==> config.mk <==
export PLATFORM = sky130hd
export DESIGN_NAME = cdb_arbiter
export DESIGN_NICKNAME = d
export VERILOG_FILES = /design/src/rtl/cdb_pkg.sv /design/src/rtl/cdb_arbiter_rr_pick.sv /design/src/rtl/cdb_arbiter.sv
export SDC_FILE = /design/constraint.sdc
export NUM_CORES = 1
export LEC_CHECK = 0
export BUFFER_PORTS_ARGS = -buffer_cell sky130_fd_sc_hd__buf_2
export CORE_MARGIN = 2
export CORE_UTILIZATION = 54
export CTS_CLUSTER_SIZE = 12
export DETAILED_ROUTE_END_ITERATION = 6
export GPL_TIMING_DRIVEN = 0
export PLACE_DENSITY_LB_ADDON = 0.1
export RECOVER_POWER = 100
export REMOVE_ABC_BUFFERS = 1
export SYNTH_ARGS = -nofsm -noshare
export SYNTH_HDL_FRONTEND = slang
export SYNTH_SLANG_ARGS = --single-unit
==> constraint.sdc <==
create_clock -name i_clk -period 9.7 [get_ports i_clk]
set_input_delay 1.455 -clock i_clk [delete_from_list [all_inputs] [get_ports i_clk]]
set_output_delay 1.455 -clock i_clk [all_outputs]
set_load 0.005 [all_outputs]
==> src/rtl/cdb_pkg.sv <==
// Shared types and constants for the CDB/ROB result arbiter.
// Imported by rr_pick and cdb_arbiter.
package cdb_pkg;

   localparam int PRF_MAX_RUN_DEFAULT = 3;

   typedef struct packed {
      logic [3:0] robid;
      logic [7:0] flags;
      logic [7:0] wbs;
      logic [7:0] value;
      logic       cdb_en;
   } fu_result_t;

   typedef struct packed {
      logic       transmit;
      logic [3:0] id;
      logic [7:0] val;
   } cdb_bus_t;

   function automatic logic [5:0] count_ones(input logic [31:0] v);
      logic [5:0] n;
      n = 6'd0;
      for (int k = 0; k < 32; k++) begin
         n = n + {5'd0, v[k]};
      end
      return n;
   endfunction

endpackage

==> src/rtl/cdb_arbiter_rr_pick.sv <==
// Combinational round-robin picker: searches from (ptr+1) mod N upward,
// wrapping, and returns a one-hot grant, its index and an any flag.
module rr_pick
   import cdb_pkg::*;
#(
   parameter int N  = 7,
   parameter int IW = $clog2(N)
) (
   input  logic [N-1:0]  i_req,
   input  logic [IW-1:0] i_ptr,
   output logic [N-1:0]  o_grant,
   output logic [IW-1:0] o_idx,
   output logic          o_any
);

   logic [IW-1:0] w_cand;

   // Walk from farthest to nearest candidate so the nearest requester wins.
   always_comb begin
      o_grant = '0;
      o_idx   = '0;
      o_any   = 1'b0;
      w_cand  = '0;
      for (int k = N; k >= 1; k--) begin
         w_cand = IW'((int'(i_ptr) + k) % N);
         if (i_req[w_cand]) begin
            o_grant         = '0;
            o_grant[w_cand] = 1'b1;
            o_idx           = w_cand;
            o_any           = 1'b1;
         end else begin
            o_any = o_any;
         end
      end
   end

endmodule

==> src/rtl/cdb_arbiter.sv <==
// Single-grant arbiter for the shared CDB and ROB result path (PRF + FUs).
// Optional perf counters are enabled by defining CDB_PERF_EN.
module cdb_arbiter
   import cdb_pkg::*;
#(
   parameter int FU_COUNT    = 7,
   parameter int PRF_MAX_RUN = PRF_MAX_RUN_DEFAULT
) (
   input  logic                     i_clk,
   input  logic                     i_rst,
   input  logic [FU_COUNT-1:0]      i_fu_req,
   input  logic [FU_COUNT-1:0][3:0] i_fu_robid,
   input  logic [FU_COUNT-1:0][7:0] i_fu_flags,
   input  logic [FU_COUNT-1:0][7:0] i_fu_wbs,
   input  logic [FU_COUNT-1:0][7:0] i_fu_value,
   input  logic [FU_COUNT-1:0]      i_fu_cdb_en,
   output logic [FU_COUNT-1:0]      o_fu_grant,
   input  logic                     i_prf_req,
   input  logic [3:0]               i_prf_id,
   input  logic [7:0]               i_prf_val,
   output logic                     o_prf_grant,
   output logic                     o_cdb_transmit,
   output logic [3:0]               o_cdb_id,
   output logic [7:0]               o_cdb_val,
   output logic                     o_rob_transmit,
   output logic [3:0]               o_rob_id,
   output logic [7:0]               o_rob_flags,
   output logic [7:0]               o_rob_wbs,
   output logic [7:0]               o_rob_value
`ifdef CDB_PERF_EN
   ,
   output logic [15:0]              o_perf_grants,
   output logic [15:0]              o_perf_conflicts
`endif
);

   localparam int            IW      = $clog2(FU_COUNT);
   localparam int            RW      = $clog2(PRF_MAX_RUN + 1);
   localparam logic [RW-1:0] RUN_MAX = RW'(PRF_MAX_RUN);
   localparam logic [IW-1:0] PTR_RST = IW'(FU_COUNT - 1);

   logic [IW-1:0]       r_rr_ptr;
   logic [RW-1:0]       r_prf_run;
   cdb_bus_t            r_cdb;
   logic                r_rob_transmit;
   logic [3:0]          r_rob_id;
   logic [7:0]          r_rob_flags;
   logic [7:0]          r_rob_wbs;
   logic [7:0]          r_rob_value;

   logic [FU_COUNT-1:0] w_pick_grant;
   logic [IW-1:0]       w_pick_idx;
   logic                w_pick_any;
   logic                w_any_fu;
   logic                w_prf_win;
   logic                w_fu_win;
   fu_result_t          w_sel;

   rr_pick #(.N(FU_COUNT), .IW(IW)) u_rr_pick (
      .i_req   (i_fu_req),
      .i_ptr   (r_rr_ptr),
      .o_grant (w_pick_grant),
      .o_idx   (w_pick_idx),
      .o_any   (w_pick_any)
   );

   // PRF yields only once it has used its run budget while FUs are waiting.
   assign w_any_fu    = |i_fu_req;
   assign w_prf_win   = ~i_rst & i_prf_req & ~((r_prf_run == RUN_MAX) & w_any_fu);
   assign w_fu_win    = ~i_rst & ~w_prf_win & w_pick_any;
   assign o_fu_grant  = w_fu_win ? w_pick_grant : '0;
   assign o_prf_grant = w_prf_win;

   assign w_sel = '{robid:  i_fu_robid[w_pick_idx],
                    flags:  i_fu_flags[w_pick_idx],
                    wbs:    i_fu_wbs[w_pick_idx],
                    value:  i_fu_value[w_pick_idx],
                    cdb_en: i_fu_cdb_en[w_pick_idx]};

   // Register the granted source onto the CDB/ROB outputs and advance arbitration state.
   always_ff @(posedge i_clk) begin
      if (i_rst) begin
         r_rr_ptr       <= PTR_RST;
         r_prf_run      <= '0;
         r_cdb          <= '0;
         r_rob_transmit <= 1'b0;
         r_rob_id       <= 4'd0;
         r_rob_flags    <= 8'd0;
         r_rob_wbs      <= 8'd0;
         r_rob_value    <= 8'd0;
      end else if (w_prf_win) begin
         r_cdb          <= '{transmit: 1'b1, id: i_prf_id, val: i_prf_val};
         r_rob_transmit <= 1'b0;
         if (!w_any_fu) begin
            r_prf_run <= '0;
         end else if (r_prf_run == RUN_MAX) begin
            r_prf_run <= RUN_MAX;
         end else begin
            r_prf_run <= r_prf_run + RW'(1);
         end
      end else if (w_fu_win) begin
         r_cdb          <= '{transmit: w_sel.cdb_en, id: w_sel.wbs[3:0], val: w_sel.value};
         r_rob_transmit <= 1'b1;
         r_rob_id       <= w_sel.robid;
         r_rob_flags    <= w_sel.flags;
         r_rob_wbs      <= w_sel.wbs;
         r_rob_value    <= w_sel.value;
         r_rr_ptr       <= w_pick_idx;
         r_prf_run      <= '0;
      end else begin
         r_cdb.transmit <= 1'b0;
         r_rob_transmit <= 1'b0;
         r_prf_run      <= '0;
      end
   end

   assign o_cdb_transmit = r_cdb.transmit;
   assign o_cdb_id       = r_cdb.id;
   assign o_cdb_val      = r_cdb.val;
   assign o_rob_transmit = r_rob_transmit;
   assign o_rob_id       = r_rob_id;
   assign o_rob_flags    = r_rob_flags;
   assign o_rob_wbs      = r_rob_wbs;
   assign o_rob_value    = r_rob_value;

`ifdef CDB_PERF_EN
   logic [15:0] r_perf_grants;
   logic [15:0] r_perf_conflicts;
   logic        w_conflict;

   assign w_conflict = count_ones(32'({i_prf_req, i_fu_req})) > 6'd1;

   // Saturating event counters.
   always_ff @(posedge i_clk) begin
      if (i_rst) begin
         r_perf_grants    <= 16'd0;
         r_perf_conflicts <= 16'd0;
      end else begin
         if (w_fu_win && (r_perf_grants != 16'hFFFF)) begin
            r_perf_grants <= r_perf_grants + 16'd1;
         end else begin
            r_perf_grants <= r_perf_grants;
         end
         if (w_conflict && (r_perf_conflicts != 16'hFFFF)) begin
            r_perf_conflicts <= r_perf_conflicts + 16'd1;
         end else begin
            r_perf_conflicts <= r_perf_conflicts;
         end
      end
   end

   assign o_perf_grants    = r_perf_grants;
   assign o_perf_conflicts = r_perf_conflicts;
`endif

endmodule

* Yosys cells after proc, flatten, opt, wreduce, memory -nomap -nowiden
Index checks and enable logic that the tools add are counted.
Storage, ports and cells: input bits 225, logic and storage cells 127, register bits 47, output and inout port bits 50
Operators by class: order comparisons 15, muxes and demuxes 65, eq/ne operators 1, bitwise logic cells 9, $add $sub $neg 8, divide/modulo/power cells 7, reductions and logical operators 12
Operators by type and width (count):
- $mod 32x4->32 const B | 7
- $bmux 8 s3 | 3
- $mux 7 | 8
- $lt 3x4->1 const B | 8
- $bmux 1 s3 | 8
- $mux 1 | 24
- $mux 8 | 3
- $demux 1 s3 | 7
- $ge 3x1->1 const B | 7
- $mux 3 | 7
- $add 3x3->4 const B | 4
- $mux 13 | 1
- $bmux 4 s3 | 1
- $mux 12 | 1
- $add 3x2->4 const B | 2
- $logic_and 1x1->1 | 7
- $reduce_or 7->1 | 1
- $and 1x1->1 | 5
- $add 3x1->4 const B | 1
- $mux 4 | 1
- $not 1->1 | 4
- $reduce_or 3->1 | 1
- $add 2x1->2 const B | 1
- $eq 2x2->1 const B | 1
- other kinds (4) | 4

* Logic depth before layout (Yosys ltp)
Gate-level depths: netlist (run 1).
depth after elaboration 15, mapped depth 30, depth with buffers taken out 23

* Modules after synthesis
A second synthesis (run 1) with hierarchy kept.
Unflattened totals: cells, all modules 797, area total of the unflattened synthesis 6387.4 um2
By module, submodules not included:
- cdb_arbiter | cells an instance 368, instances 1, sequential area each 940.9 um2, area an instance 3464.6 um2
- rr_pick | cells an instance 429, instances 1, sequential area each 0.0 um2, area an instance 2922.8 um2

* Worst setup path after synthesis (run 1)
No wires, ideal clock.
kind register -> output, start point reg r_rr_ptr[0], end point out o_fu_grant[6], slack 2.755 ns, stages on the path, launching flop included 28, path buffers 9, data required time 8.245 ns, data arrival time 5.490 ns, cells stage by stage dfxtp_1 buf_6 buf_6 buf_4 clkbuf_1 inv_1 ha_1 buf_2 inv_2 ha_1 ha_1 a31oi_1 xnor2_2 inv_1 ha_1 a211o_4 and2_1 buf_6 o31ai_4 nor4b_2 o221ai_1 nor3_2 or3_1 buf_4 inv_4 o21a_1 buf_2 buf_4
Between the ends: longest elaborated chain between the ends 14, elaborated cells on any way between the ends 79, those cells by class add/sub (7); div (7); order compare (14); mux (43); bitwise (1); reduce/logical (7)
Ends and longest elaborated chain:
- from (decl) | RTL line cdb_arbiter.sv:42 | logic [IW-1:0] r_rr_ptr;
- from (signal assigned) | RTL line cdb_arbiter.sv:108 | r_rr_ptr <= w_pick_idx;
- $add 3x3->4 | RTL line cdb_arbiter_rr_pick.sv:25 | w_cand = IW'((int'(i_ptr) + k) % N);
- $mod 32x4->32 | RTL line cdb_arbiter_rr_pick.sv:25
- $lt 3x4->1 (implied by the code) or $ge 3x1->1 (tied branches) | RTL line cdb_arbiter_rr_pick.sv:28 | o_grant[w_cand] = 1'b1;
- $logic_and 1x1->1 (implied by the code) | RTL line cdb_arbiter_rr_pick.sv:28
- $mux 1 (implied by the code) | RTL line cdb_arbiter_rr_pick.sv:28
- $demux 1 s3
- $mux 7 (7 in series) | RTL line cdb_arbiter_rr_pick.sv:26 | if (i_req[w_cand]) begin
- $mux 7 * | RTL line cdb_arbiter.sv:71 | assign o_fu_grant = w_fu_win ? w_pick_grant : '0;
- to (decl) | RTL line cdb_arbiter.sv:17 | output logic [FU_COUNT-1:0] o_fu_grant,
Mark *: on every way between the ends. The rest lies on a longest branch, timed or not. The select of a mux whose other input is x is not followed.

* Worst setup path in the final report (run 1)
start point reg r_rr_ptr[1], end point out o_fu_grant[6]
Same word-level chain as after synthesis.

==> run_results.csv, run 1 <==
group,metric,value,unit
clocking,tritoncts,"yes",
final_layout,syn2layout_area_growth,19.8,%
clocking,htree_levels,2,
global_routing,track_usage,33.7,%
route,drtAntennaViolNets,0,
sta,final_hold_viol_count,0,
clocking,cts_sinks,47,
yosys,syn_inst,844,
clocking,cts_buffer_depth,2,
clocking,insertion_delay,0.29,ns
route,first_iter_violations,702,
sta,drv_slew,67,
sta,fmax,0.110,GHz
setup_path,crit_chain,"inv_1, ha_1, inv_2, ha_1, ha_1, a31oi_1, xnor2_1, inv_1, ha_1, nand2_1, nand4_1, and2_1, a21oi_1, a221oi_1, o221ai_1, nor3_4, or3_4, inv_4, o21a_1, clkbuf_1",
yosys,syn_area,6790,sq um
setup_path,critPathMaxFanout,38,
final_layout,fillers,1140,
setup_path,cp.arrival,7.67,ns
yosys,synth_top_area_share,13.8,%
setup_path,critPathKind,"register to primary output",
final_layout,layout.nets,1304,
setup_path,start_kind,"register",
yosys,synth_seq_cells,47,
sta,finClkSkew,0.00589,ns
yosys,synth-seq-area-share,13.8,%
floorplan,io_pins,275,
floorplan,coreArea,12200,sq um
sta,min_period,9.12,ns
route,routed_via_density,6.20,
setup_path,max_stage_delay,0.81,ns
route,vias,7610,
place,place.gp.congestion,0.932,
sta,worst_slew_pin_slew,2.13,ns
route,wl,23600,um
clocking,cts_buffers,5,
sta,fin_crit_sh,94.1,%
place,port_buffers,274,
min_path,holdPathStages,1,
setup_path,cp_slowest_cell,"ha_1",
sta,whs,0.444,ns
global_routing,grt_antenna_before_repair,0,
route,firstDrtPassIters,5,
setup_path,critPathMostFrequentCell,"ha_1",
yosys,synth.avg_cell_area,8.05,sq um
yosys,synth_edf_count,0,
route,wire_per_inst,19.3,um
global_routing,grt_pass1_wl,36100,um
yosys,ys_async_sr_fraction,0,%
setup_path,critPathRequiredTime,8.25,ns
clocking,cts_root_buffer,"clkbuf_16",
yosys,yosys.area.top_type,"dfxtp_1",
setup_path,cp-end-kind,"primary output",
sta,rsz0062_at_grt,"no",
outcome,outcome,"finished, violations left",
floorplan,die_w,116,um
floorplan,initial_utilization,55.9,%
place,dp_hpwl,18000,um
floorplan,die_h,116,um
global_routing,grt_pass1_vias,7046,
global_routing,overflow,0,
final_layout,layout-drive-gt1-share,34.1,%
global_routing,grt_max_degree,62,
floorplan,die_area,13500,sq um
job,drv_cap,2,
min_path,hold_path.class,"register to register",
yosys,yosysUniqueCellTypes,99,
outcome,violations,"max-capacitance violations, max-slew violations",
setup_path,r2r_cells,23,
clocking,path_clk_slew,0.06,ns
yosys,yosysWarnings,0,
final_layout,regArea,942,sq um
final_layout,multi_input_comb_area,5320,sq um
yosys,ys.flop_type,"dfxtp_1",
yosys,synth_area_leaders,"dfxtp_1 14%, mux2_2 9.9%, mux2i_1 6.9%",
route,route.detailed.drc,0,
floorplan,std_cell_rows,40,
sta,relSlewSlack,-42.0,%
sta,setup_viol,0,
==> routing by layer <==
layer  track usage (%)  share of wire, %  up-vias
li1                  -                 -     3672
met1              43.7                41     3512
met2              58.4                49      376
met3              3.79               7.1       50
met4              11.3               3.2        0
met5                 0                 0        -
==> final cells by class <==
cell class	count	share of cell area, %
Multi-Input combinational cell	703	65.4
Clock inverter	2	0.738
Clock buffer	6	1.58
Antenna cell	1	0.0307
Inverter	23	1.09
Timing Repair Buffer	278	17.0
Tap cell	168	2.58
Sequential cell	47	11.6
==> flip-flops by register name, indices dropped and copies added (netlist names) <==
register and count:
o_rob_flags 8, o_cdb_id 4, o_rob_value 8, o_rob_transmit 1, r_rr_ptr 3, o_cdb_val 8
o_rob_id 4, r_prf_run 2, o_rob_wbs 8, o_cdb_transmit 1
==> critical path, delay by kind of cell, from the launching register on <==
family | cells | cell delay [ns]
xor+xnor | 1 | 0.22
compound gates | 5 | 1.70
flops | 1 | 0.79
simple gates | 5 | 1.87
fa+ha+maj | 4 | 1.58
buf+inv | 5 | 1.19
==> timing repair <==
item                       CTS  global route
setup buffers                0             0
hold buffers                 0             0
setup endpoints to repair    0             2
resized for setup            0             2
==> synthesized netlist by cell type, types with 4 or more instances <==
cell type / number
nand2b_1: 11
buf_1: 4
nor4_1: 6
a32oi_1: 19
a21oi_1: 53
ha_1: 21
o21a_1: 4
a22o_1: 4
buf_6: 10
xnor2_1: 14
a211oi_2: 5
o21ai_1: 5
o31ai_1: 6
clkbuf_1: 26
nor3_1: 12
nor2_1: 38
buf_4: 11
nand3b_1: 4
a2111oi_2: 4
a22oi_1: 19
dfxtp_1: 47
nand4_1: 10
buf_2: 19
o22ai_1: 4
xnor2_2: 4
nor2b_1: 4
nand2_1: 100
nor3b_1: 4
mux2_2: 60
and2_1: 8
a211o_1: 9
and3_1: 6
a311oi_1: 7
mux2i_1: 47
o21ai_0: 19
a31oi_1: 32
o211ai_1: 24
a211oi_1: 5
mux2_4: 12
nand3_1: 40
inv_1: 19
or3_1: 4
==> cell families after synthesis <==
group / Yosys count / share of synthesized area, %
mux: 127 / 21.4
fa+ha+maj: 21 / 3.87
flops: 47 / 13.8
xor+xnor: 21 / 3.26
compound gates: 271 / 31.0
simple gates: 263 / 19.1
buf+inv: 94 / 7.53
==> cell usage in the layout (no fill, tap or decap), types with 21 or more instances in the layout <==
cell type,n
a21oi_1,53
a31oi_1,32
buf_2,226
clkbuf_1,49
dfxtp_1,46
ha_1,21
mux2_2,60
mux2i_1,47
nand2_1,100
nand3_1,40
nor2_1,39
o211ai_1,24
==> through the flow <==
stage	setup TNS, ns	utilization [%]	setup slack [ns]	area [sq um]	cells
after floorplan	0	-	1.53	6370	773
after global placement	-14.04	65.4	-0.773	7950	1215
after detailed placement	0	66.2	0.517	8050	1219
after CTS	0	67.8	0.204	8240	1227
after global routing	0	66.9	0.160	8140	1227
final	0	66.9	0.577	8140	1228
==> final timing paths <==
| check | start | end | slack [ns] |
|---|---|---|---|
| hold reg to reg | r_prf_run[0] | r_prf_run[0] | 0.44 |
| setup reg to reg | r_rr_ptr[1] | o_cdb_val[0] | 0.77 |
| setup / recovery | r_rr_ptr[1] | o_fu_grant[6] | 0.58 |
| hold / removal | r_prf_run[0] | r_prf_run[0] | 0.44 |
Power of run 1 is left out: the tool's default activity adds up to more than one toggle a clock period on the data nets, which glitch-free logic cannot reach.
==> run 2: changes to the inputs <==
--- a/config.mk
+++ b/config.mk
@@ -7,7 +7,7 @@
 export LEC_CHECK = 0
 export BUFFER_PORTS_ARGS = -buffer_cell sky130_fd_sc_hd__buf_2
 export CORE_MARGIN = 2
-export CORE_UTILIZATION = 54
+export CORE_UTILIZATION = 40
 export CTS_CLUSTER_SIZE = 12
 export DETAILED_ROUTE_END_ITERATION = 6
 export GPL_TIMING_DRIVEN = 0
==> run_results.csv, run 2 (synthesis results as in run 1) <==
group,metric,value,unit
outcome,outcome,"finished, violations left",
outcome,violations,"max-capacitance violations, max-slew violations",
clocking,cts-resized-gates,0,
clocking,cts_setup_buffers,0,
setup_path,worstReg2RegEnd,"o_cdb_val[3]",
setup_path,cp-end-kind,"register",
sta,fmax,0.110,GHz
min_path,holdPathStages,1,
route,wl,24900,um
final_layout,layout.nets,1306,
place,place.gp.congestion,0.914,
sta,setup_viol,0,
sta,finClkSkew,0.00667,ns
global_routing,grt_antenna_before_repair,0,
route,wire_per_inst,19.4,um
setup_path,worstSetupStartpoint,"r_rr_ptr[1]",
final_layout,diodes,0,
clocking,path_clk_slew,0.07,ns
final_layout,layout_commonest_cell,"buf_2",
setup_path,r2r_slack,0.64,ns
place,dp_hpwl,19500,um
setup_path,r2r_start,"r_rr_ptr[1]",
clocking,cts_buffers,5,
sta,min_period,9.06,ns
floorplan,die_w,134,um
clocking,cts_sinks,47,
route,firstDrtPassIters,5,
min_path,hp-start,"r_prf_run[0]",
sta,fin_tns_setup,0,ns
global_routing,grt_pass1_wl,38200,um
global_routing,grt_pass1_vias,7121,
min_path,hold_end,"r_prf_run[0]",
floorplan,initial_utilization,41.0,%
sta,drv_slew,67,
final_layout,final_cell_mix,"228 x buf_2, 100 x nand2_1, 59 x mux2_2",
global_routing,grt_max_degree,44,
route,route.detailed.drc,0,
clocking,tritoncts,"yes",
route,routed_via_density,5.86,
floorplan,die_h,134,um
clocking,cts_buffer_depth,2,
final_layout,layout-drive-gt1-share,34.4,%
global_routing,overflow,0,
sta,worst_slew_pin_slew,2.06,ns
sta,fin_crit_sh,93.4,%
setup_path,critPathKind,"register to register",
min_path,hold_path.class,"register to register",
route,vias,7503,
floorplan,die_area,18000,sq um
floorplan,io_pins,275,
sta,whs,0.451,ns
setup_path,critPathRequiredTime,9.89,ns
place,placed_area,8170,sq um
sta,relSlewSlack,-37.4,%
job,drv_cap,2,
route,drtAntennaViolNets,0,
setup_path,r2r_cells,23,
final_layout,stdcell_area,8200,sq um
setup_path,critPathMaxFanout,24,
clocking,htree_levels,2,
route,first_iter_violations,382,
place,port_buffers,274,
setup_path,start_kind,"register",
floorplan,coreArea,16600,sq um
sta,final_hold_viol_count,0,
global_routing,track_usage,26.6,%
floorplan,std_cell_rows,47,
clocking,ctsHoldBuffers,0,
setup_path,cp.arrival,9.25,ns
final_layout,syn2layout_area_growth,20.6,%
clocking,cts_root_buffer,"clkbuf_16",
final_layout,fillers,1724,
sta,rsz0062_at_grt,"no",
final_layout,final_util,49.4,%
clocking,insertion_delay,0.30,ns
run 2: cell types whose count changed in the layout (fill, tap and decap cells not counted), moves of 2 or more:
cell / before / now
buf_2: 226 / 228
a2111oi_2: 2 / 4
a2111oi_0: 3 / 1
bufinv_16: 2 / 0
clkbuf_1: 49 / 47
clkinvlp_4: 0 / 2
run 2: final cells by class:
type                       instances  area (sq um)  share of cell area [%]
tap                              220           275                    3.36
timing repair buffer             280          1420                    17.3
sequential                        47           942                    11.5
clock buffer                       5           125                    1.53
clock inverter                     3          20.0                   0.244
inverter                          23          88.8                    1.08
multi-input combinational        703          5330                    65.0
run 2: worst max-delay path, stage by stage (launching register included):
cell	delay, ns
dfxtp_1	0.83
inv_1	0.36
ha_1	0.83
inv_2	0.27
ha_1	0.27
ha_1	0.24
a31oi_1	0.19
xnor2_1	0.34
inv_1	0.20
ha_1	0.31
nand2_1	0.08
nand4_1	0.25
and2_1	0.36
o31ai_4	0.36
nor4b_2	0.11
a211o_1	0.30
o211ai_1	0.24
a211oi_1	0.14
o22ai_1	1.37
clkbuf_1	0.75
buf_16	0.23
mux2_1	0.36
a22o_1	0.22
or3_1	0.30
run 2: per-stage QoR:
step                std cells  setup WS (ns)
floorplan                 773           1.53
global route             1281         0.0898
global placement         1267          -1.04
CTS                      1281          0.395
detailed placement       1273          0.747
finish                   1281          0.639
run 2: how the worst max path moves through the flow:
stage / to / slack, ns
2_1_floorplan: o_cdb_val[0] / 1.53
3_3_place_gp: o_fu_grant[6] / -1.04
3_5_place_dp: o_fu_grant[6] / 0.75
4_1_cts: o_fu_grant[6] / 0.39
5_1_grt: o_cdb_val[3] / 0.09
6_report: o_cdb_val[3] / 0.64
run 2: layer usage:
layer / wire length (um) / vias to the layer above / global-route usage [%]
met5: 0 / - / 0
met4: 839 / 0 / 9.36
met3: 1470 / 52 / 4.27
met2: 12300 / 287 / 46.3
met1: 10300 / 3496 / 33.2
li1: - / 3668 / -
Power of run 2 is left out for the same reason.
==> run 3: changes to the inputs <==
--- a/config.mk
+++ b/config.mk
@@ -7,7 +7,7 @@
 export LEC_CHECK = 0
 export BUFFER_PORTS_ARGS = -buffer_cell sky130_fd_sc_hd__buf_2
 export CORE_MARGIN = 2
-export CORE_UTILIZATION = 40
+export CORE_UTILIZATION = 26
 export CTS_CLUSTER_SIZE = 12
 export DETAILED_ROUTE_END_ITERATION = 6
 export GPL_TIMING_DRIVEN = 0
==> run_results.csv, run 3 (synthesis results as in run 1) <==
group,metric,value,unit
route,routed_via_density,5.37,
final_layout,fillers,2826,
floorplan,die_h,166,um
sta,min_period,8.95,ns
floorplan,io_pins,275,
final_layout,stdcell_area,8390,sq um
sta,fin_crit_sh,92.2,%
route,wire_per_inst,20.2,um
job,drv_cap,2,
sta,drv_slew,73,
setup_path,critPathMostFrequentCell,"ha_1",
sta,relSlewSlack,-50.5,%
global_routing,grt.met2_usage,34.3,%
final_layout,final_cells,1396,
route,first_iter_violations,526,
setup_path,critPathKind,"register to register",
sta,fmax,0.112,GHz
final_layout,multi_input_comb_area,5340,sq um
final_layout,diodes,0,
route,wl,28100,um
clocking,path_clk_slew,0.08,ns
clocking,cts_sinks,47,
route,firstDrtPassIters,5,
setup_path,crit_family,"compound AO/OA/AOI/OAI gates",
place,placed_area,8320,sq um
outcome,outcome,"finished, violations left",
floorplan,coreArea,25800,sq um
sta,fin_tns_setup,0,ns
sta,setup_viol,0,
sta,final_hold_viol_count,0,
sta,rsz0062_at_grt,"no",
final_layout,layout.nets,1306,
floorplan,die_area,27400,sq um
route,route.detailed.drc,0,
setup_path,critPathBufInv,3,
global_routing,grt_pass1_wl,43200,um
final_layout,regArea,943,sq um
clocking,tritoncts,"yes",
clocking,cts_root_buffer,"clkbuf_16",
setup_path,cp-end-kind,"register",
floorplan,initial_utilization,26.3,%
global_routing,grt_pass1_vias,7251,
setup_path,cp_slowest_cell,"and2_0",
global_routing,grt_max_degree,54,
clocking,cts_setup_buffers,0,
setup_path,start_kind,"register",
global_routing,track_usage,19.7,%
global_routing,met3_usage,3.01,%
sta,finClkSkew,0.0105,ns
min_path,hold_path.class,"register to register",
final_layout,layout_commonest_cell,"buf_2",
clocking,htree_levels,2,
final_layout,layout-drive-gt1-share,35.7,%
setup_path,crit_chain,"inv_1, ha_1, a21bo_2, ha_1, a31oi_1, xnor2_1, inv_1, ha_1, nand2_1, nand4_1, and2_1, o31ai_4, nor4b_2, a211oi_1, a221o_1, clkbuf_4, nor2_1, and2_0, a22o_1, or3_1",
place,place_inst,1388,
global_routing,met1_usage,25.4,%
setup_path,max_stage_delay,0.87,ns
final_layout,final_cell_mix,"235 x buf_2, 100 x nand2_1, 60 x mux2_2",
floorplan,std_cell_rows,59,
floorplan,die_w,166,um
global_routing,overflow,0,
sta,worst_slew_pin_slew,2.26,ns
clocking,cts_buffers,5,
global_routing,busiest_layer,"met2",
route,drtAntennaViolNets,0,
outcome,violations,"max-capacitance violations, max-slew violations",
clocking,cts_buffer_depth,2,
place,dp_hpwl,22100,um
setup_path,critPathRequiredTime,9.88,ns
clocking,insertion_delay,0.31,ns
final_layout,syn2layout_area_growth,23.5,%
global_routing,grt_antenna_before_repair,1,
route,vias,7494,
place,port_buffers,274,
setup_path,cp.arrival,9.12,ns
setup_path,critPathMaxFanout,53,
place,place.gp.congestion,0.818,
## run 3: timing repair
item / CTS / global route
resized for setup: 0 / 3
hold buffers: 0 / 0
endpoints found under the setup margin: 0 / 4
## run 3: per-layer routing
| layer | up-vias | part of all wire [%] |
|---|---|---|
| met5 | - | 0 |
| met4 | 0 | 2.1 |
| met2 | 253 | 49 |
| li1 | 3664 | - |
| met3 | 33 | 5.0 |
| met1 | 3544 | 43 |
## run 3: per-stage QoR
stage | utilization (%) | setup slack [ns] | hold slack (ns)
after global routing | 32.5 | 0.117 | 0.466
after detailed placement | 32.2 | 0.353 | 0.442
after floorplan | - | 1.53 | 0.415
final | 32.5 | 0.755 | 0.446
after global placement | 31.6 | -1.48 | 0.435
after CTS | 32.8 | 0.00138 | 0.452
## run 3: path summary, 6_finish.rpt
path / cells past startpoint / start / endpoint / slack (ns)
hold / removal: 1 / r_prf_run[0] / r_prf_run[0] / 0.45
setup / recovery: 20 / r_rr_ptr[2] / o_cdb_val[3] / 0.75
hold reg to reg: 1 / r_prf_run[0] / r_prf_run[0] / 0.45
setup reg to reg: 20 / r_rr_ptr[2] / o_cdb_val[3] / 0.75
## run 3: layout make-up
| cell class | instances | share of cell area [%] |
|---|---|---|
| inverter | 23 | 1.06 |
| multi-input combinational | 703 | 63.7 |
| sequential | 47 | 11.2 |
| clock inverter | 3 | 0.268 |
| timing repair buffer | 280 | 17.2 |
| clock buffer | 5 | 1.49 |
| tap | 335 | 5.00 |
Power of run 3 is left out for the same reason.
